$ cat src/rtl/decoder_3x8_seq.sv
// 3-to-8 one-hot decoder behind one output register, with an auto-scan mode that walks a rotating one-hot code.
// Latency 1 cycle; in_ready drops while O is stalled by out_ready=0 or while scanning, and a presented code is never dropped.
module decoder_3x8_seq #(
   parameter int DWELL = 2
) (
   input  logic       clk,
   input  logic       rst,
   input  logic [2:0] I,
   input  logic       en,
   input  logic       in_valid,
   output logic       in_ready,
   input  logic       scan,
   output logic [7:0] O,
   output logic       out_valid,
   input  logic       out_ready,
   output logic [7:0] xfer_cnt
);

   typedef enum logic [1:0] {NORM, SCAN_OUT, SCAN_GAP} state_t;

   localparam logic [3:0] DWELL_CNT = 4'(DWELL);

   state_t     state, state_nxt;
   logic [7:0] o_nxt;
   logic       out_valid_nxt;
   logic [3:0] gap_cnt, gap_nxt;
   logic       in_acc, out_acc;
   logic [7:0] o_rot;

   assign out_acc = out_valid & out_ready;
   assign in_acc  = in_valid & in_ready;
   assign o_rot   = {O[6:0], O[7]};

   // Held low during reset so nothing is accepted before the pipeline is live.
   always_comb begin
      in_ready = 1'b0;
      if (!rst && state == NORM)
         in_ready = !scan & (!out_valid | out_ready);
   end

   always_comb begin
      state_nxt     = state;
      o_nxt         = O;
      out_valid_nxt = out_valid;
      gap_nxt       = gap_cnt;
      unique case (state)
         NORM: begin
            // Scan only starts once any pending decode result has been taken.
            if (scan && (!out_valid || out_acc)) begin
               state_nxt     = SCAN_OUT;
               o_nxt         = 8'h01;
               out_valid_nxt = 1'b1;
            end else if (in_acc) begin
               out_valid_nxt = 1'b1;
               o_nxt         = en ? (8'h01 << I) : 8'h00;
            end else if (out_acc) begin
               out_valid_nxt = 1'b0;
            end
         end
         SCAN_OUT: begin
            if (out_acc) begin
               if (!scan) begin
                  state_nxt     = NORM;
                  out_valid_nxt = 1'b0;
               end else if (DWELL == 0) begin
                  o_nxt = o_rot;
               end else begin
                  state_nxt     = SCAN_GAP;
                  out_valid_nxt = 1'b0;
                  gap_nxt       = DWELL_CNT;
               end
            end
         end
         SCAN_GAP: begin
            gap_nxt = gap_cnt - 4'd1;
            if (!scan) begin
               state_nxt = NORM;
            end else if (gap_cnt == 4'd1) begin
               state_nxt     = SCAN_OUT;
               o_nxt         = o_rot;
               out_valid_nxt = 1'b1;
            end
         end
         default: state_nxt = NORM;
      endcase
   end

   always_ff @(posedge clk or posedge rst) begin
      if (rst) begin
         state     <= NORM;
         O         <= 8'h00;
         out_valid <= 1'b0;
         gap_cnt   <= 4'd0;
         xfer_cnt  <= 8'd0;
      end else begin
         state     <= state_nxt;
         O         <= o_nxt;
         out_valid <= out_valid_nxt;
         gap_cnt   <= gap_nxt;
         if (out_acc)
            xfer_cnt <= xfer_cnt + 8'd1;
      end
   end

endmodule

$ cat config.mk
export PLATFORM = sky130hd
export DESIGN_NAME = decoder_3x8_seq
export DESIGN_NICKNAME = d
export VERILOG_FILES = /design/src/rtl/decoder_3x8_seq.sv
export SDC_FILE = /design/constraint.sdc
export NUM_CORES = 1
export LEC_CHECK = 0
export BUFFER_PORTS_ARGS = -buffer_cell sky130_fd_sc_hd__buf_2
export CORE_ASPECT_RATIO = 1.5
export CORE_MARGIN = 8
export CORE_UTILIZATION = 30
export DETAILED_ROUTE_END_ITERATION = 8
export GPL_TIMING_DRIVEN = 0
export HOLD_SLACK_MARGIN = 0.05
export PLACE_DENSITY = 0.6
export SETUP_SLACK_MARGIN = 0.05
export SKIP_CTS_REPAIR_TIMING = 1
export SKIP_LAST_GASP = 1
export SYNTH_ARGS = -nofsm -noshare
export SYNTH_HDL_FRONTEND = slang
export SYNTH_SLANG_ARGS = --single-unit
$ cat constraint.sdc
create_clock -name clk -period 5.2 [get_ports clk]
set_input_delay 1.04 -clock clk [delete_from_list [all_inputs] [get_ports clk]]
set_output_delay 1.04 -clock clk [all_outputs]
set_load 0.02 [all_outputs]
Word level (Yosys, flattened, before mapping)
Index checks and enable logic that the tools add are counted.
{ "classes": {"addsub": 2, "n_mul": 0, "div_mod_pow": 0, "order_cmp": 0, "n_eq_ne": 10, "n_shift": 1, "mux": 22, "n_bitwise": 4, "n_reduce_logical": 14} }
{ "ops": {"columns": ["operator", "count"], "rows": [
  ["8-bit two-way mux", 5],
  ["8-bit one-hot mux with 2 select lines", 1],
  ["2-bit two-way mux", 5],
  ["3-bit AND reduction", 3],
  ["8-bit by 1-bit adder with 8-bit output (second input constant)", 1],
  ["4-bit two-way mux", 2],
  ["2-bit != test (second input constant)", 4],
  ["4-bit one-hot mux with 2 select lines", 1],
  ["1-bit by 3-bit << shifter with 8-bit output (first input constant)", 1],
  ["1-bit two-way mux", 6],
  ["2-bit one-hot mux with 3 select lines", 1],
  ["4-bit by 1-bit equality test with 1-bit output (second input constant)", 1],
  ["4-bit AND reduction", 1],
  ["2-bit nonzero test", 2],
  ["4-bit by 1-bit subtractor with 4-bit output (second input constant)", 1],
  ["1-bit bitwise AND", 3],
  ["1-bit zero test", 3],
  ["3-bit by 2-bit != test with 1-bit output (second input constant)", 1],
  ["3-bit != test (second input constant)", 1],
  ["1-bit one-hot mux with 3 select lines", 1],
  ["3-bit nonzero test", 1],
  ["2-bit by 1-bit equality test with 1-bit output (second input constant)", 1],
  ["2-bit equality test (second input constant)", 1],
  ["1-bit logical AND", 2],
  ["4 further kinds", 4]
]} }
{ "totals": {"register_bits": 23, "latch_bits": 0, "ramBits": 0, "mem_bits_ro": 0, "out_inout_bits": 18, "word_cells": 58, "n_memories": 0} }

Depth between registers and ports, before layout
{ "logic_depth": {"word_depth": 8, "ltp_mapped": 7, "depth_no_buf": 6} }

Least setup slack after synthesis
Ideal clock, no wire load.
{ "synth_timing": {"path_kind": "input to output", "from": "input port scan", "to": "output port in_ready", "arrival_time_ns": 1.980, "required_ns": 4.160, "slack_ns": 2.180, "stages": 2, "path_cell_list": "buf_2 -> nor4b_1"} }
{ "synth_between": {"elab_chain_cells": 3} }
{ "synth_lines": {"columns": ["item", "line", "rtl"], "rows": [
  ["from (decl)", "12", "input logic scan,"],
  ["1-bit zero test", null, null],
  ["1-bit bitwise AND", "38", "in_ready = !scan & (!out_valid | out_ready);"],
  ["1-bit two-way mux", "37", "if (!rst && state == NORM)"],
  ["to (decl)", "11", "output logic in_ready,"]
]} }
No other way between the ends.

Worst setup path in the final report
Same ends and word-level chain as after synthesis.

==> qor.csv <==
stage,metric,value,unit
place,gp_congestion,0.790,
floorplan,die-area,6870,µm²
worst_hold_path,hold_start,xfer_cnt[7],
drt,drtPass1Iterations,4,
drt,viasPerCell,5.36,
synth,yosysUniqueCellTypes,37,
timing,slew_headroom,41.1,%
layout,stdcell_area,1570,µm²
synth,synth-seq-cells,23,
synth,syn-num-nets,145,
drt,vias,1099,
timing,post-route-period-util,55.4,%
drt,drtAntennaViolNets,0,
setup_path,regToRegStartpoint,state[1],
setup_path,critPathRequiredTime,4.16,ns
global_routing,antenna_found_initial,0,
global_routing,grt_pass1_wl,5.43,mm
power,p_leak,0.756,nW
synth,yosysSeqAreaShare,43.2,%
worst_hold_path,whs_path_depth,1,
floorplan,io_pins,27,
synth,syn_area,1330,µm²
global_routing,grtUsageTotal,9.37,%
timing,setup_tns,0,ns
clock_network,clock_latency,0.26,ns
setup_path,cp_max_fo,10,
layout,multi_input_area,706,µm²
place,hpwlAfterDp,2.39,mm
layout,area_growth,17.5,%
setup_path,reg2regPathDepth,6,
clock_network,clockRootBuffer,clkbuf_8,
power,ir_drop,0.333,mV
layout,diodes,0,
setup_path,cp-end-kind,output pin,
worst_hold_path,min_path_type,flip-flop to flip-flop,
floorplan,coreArea,4250,µm²
power,power_density,563,nW/µm²
place,portBuffers,26,
setup_path,reg2reg_slack,3.08,ns
timing,fin_skew,0.00346,ns
timing,worst_slew_pin_slew,0.883,ns
layout,drive_above_1_share,27.7,%
layout,final_common_cell,buf_2,
setup_path,path_class,primary input to output pin,
global_routing,grt_pass1_vias,1256,
timing,slew_viol_final,0,
floorplan,die_x,70.4,µm
layout,final_cell_mix,"buf_2, dfrtp_1, nand2_1, mux2_2, inv_1",
timing,setup_viol,0,
place,dpl_cell_area,1520,µm²
synth,synth_top_cell_by_area,dfrtp_1,
clock_network,cts_buffers,3,
clock_network,htreeDepth,1,
synth,synth_area_leaders,"dfrtp_1, mux2_2, ha_1, nand2_1, xnor2_1",
timing,rsz0062_at_grt,no,
layout,nets,176,
outcome,outcome,finished clean,
floorplan,initial_utilization,31.4,%
global_routing,grt_max_degree,24,
synth,ys_warn_count,0,
clock_network,clock_sinks,23,
clock_network,clkTransAtPathRegs,0.08,ns
worst_hold_path,hold_end,xfer_cnt[7],
layout,nFillCells,415,
drt,wl_per_cell,15.0,µm
synth,syn_area_per_cell,10.3,µm²
drt,remaining_drc_errors,0,
timing,fin_ws,2.32,ns
drt,drt_iter0_drc,59,
synth,synth_top_area_share,43.2,%
timing,final_hold_viol_count,0,
timing,fmax,0.347,GHz
clock_network,clockBufferDepth,2,
drt,wirelength,3.08,mm
floorplan,fp-row-count,29,
synth,synth_cells,129,
global_routing,overflow,0,
clock_network,cts_tree,built,
setup_path,start_kind,primary input,
setup_path,crit_arrival,1.84,ns
place,place_ws,2.33,ns
layout,layout.area.seq,576,µm²
setup_path,r2r-end,O[4],
floorplan,die_h,97.6,µm
run,cap_violations,0,
timing,finalCriticalPeriod,2.88,ns
==> Yosys cell counts <==
cell type	count
a21oi_1	5
a32oi_1	3
a211oi_4	1
nor2b_1	1
buf_2	2
nor4b_1	1
xor2_1	2
nand2b_1	2
a211oi_1	1
a31oi_1	1
mux2i_1	3
o21ai_0	3
xnor2_1	6
o2bb2ai_1	2
a32o_1	1
dfrtp_1	23
or2b_2	1
and3b_1	1
nand3b_1	1
nand4_1	3
clkbuf_1	1
and3_1	1
nor2_1	7
o41ai_1	3
mux2_2	10
inv_1	10
a22o_1	2
or3_1	1
nor4_1	2
ha_1	7
o31a_1	1
nand2_1	14
and2_1	2
nand3_1	1
a221oi_1	1
nor3b_1	2
o21ai_2	1
==> state kept, by name (all words and copies together), names as in the netlist <==
signal	flops
state	2
O	8
xfer_cnt	8
gap_cnt	4
out_valid	1
==> worst max-delay path: stages <==
cell and delay, ns:
buf_2 0.12, buf_2 0.18, nor4b_1 0.28, buf_2 0.22
==> logic make-up after synthesis <==
kind of cell               after synthesis  synth area share, %
AOI/OAI and AO/OA                       25                 14.8
xor gates and xnor gates                 8                 5.26
adders and majority gates                7                 6.57
buffers and inverters                   13                 3.85
DFF                                     23                 43.2
muxes                                   13                 10.7
and+or+nand+nor                         40                 15.6
==> worst max path at each step <==
stage	start	to	slack, ns	cells after the start
finish	scan	in_ready	2.32	4
global route	scan	in_ready	2.20	4
detailed placement	scan	in_ready	2.33	4
CTS	scan	in_ready	2.32	4
global placement	scan	in_ready	2.25	4
floorplan	scan	in_ready	2.18	2
==> metal layers <==
layer	share of wire, %	wire length [µm]	GRT usage, %	up-vias
met3	6.5	199	3.07	12
met2	45	1390	13.6	41
li1	-	-	-	520
met1	45	1390	11.5	526
met5	0	0	0	-
met4	3.2	99	5.90	0
==> final cells by class <==
cell class,count,share of cell area [%]
multi-input combinational,93,45.1
sequential,23,36.8
timing repair buffer,26,8.31
tap,46,3.68
clock buffer,4,2.88
inverter,10,2.40
buffer,3,0.879
==> through the flow <==
stage                     utilization, %  total power [mW]  instances  hold WS (ns)
after floorplan                        -             0.648        129         0.500
after global placement              35.8             0.758        201         0.454
after detailed placement            35.8             0.777        201         0.462
after CTS                           36.9             0.891        205         0.475
after global routing                36.9             0.955        205         0.503
final                               36.9             0.881        205         0.466
==> power breakdown <==
group	internal, mW	switching (mW)	total, mW
sequential	0.244	0.0683	0.312
clock	0.0547	0.0556	0.110
combinational	0.197	0.262	0.458
total	0.495	0.386	0.881
(Power assumes the default switching activity.)
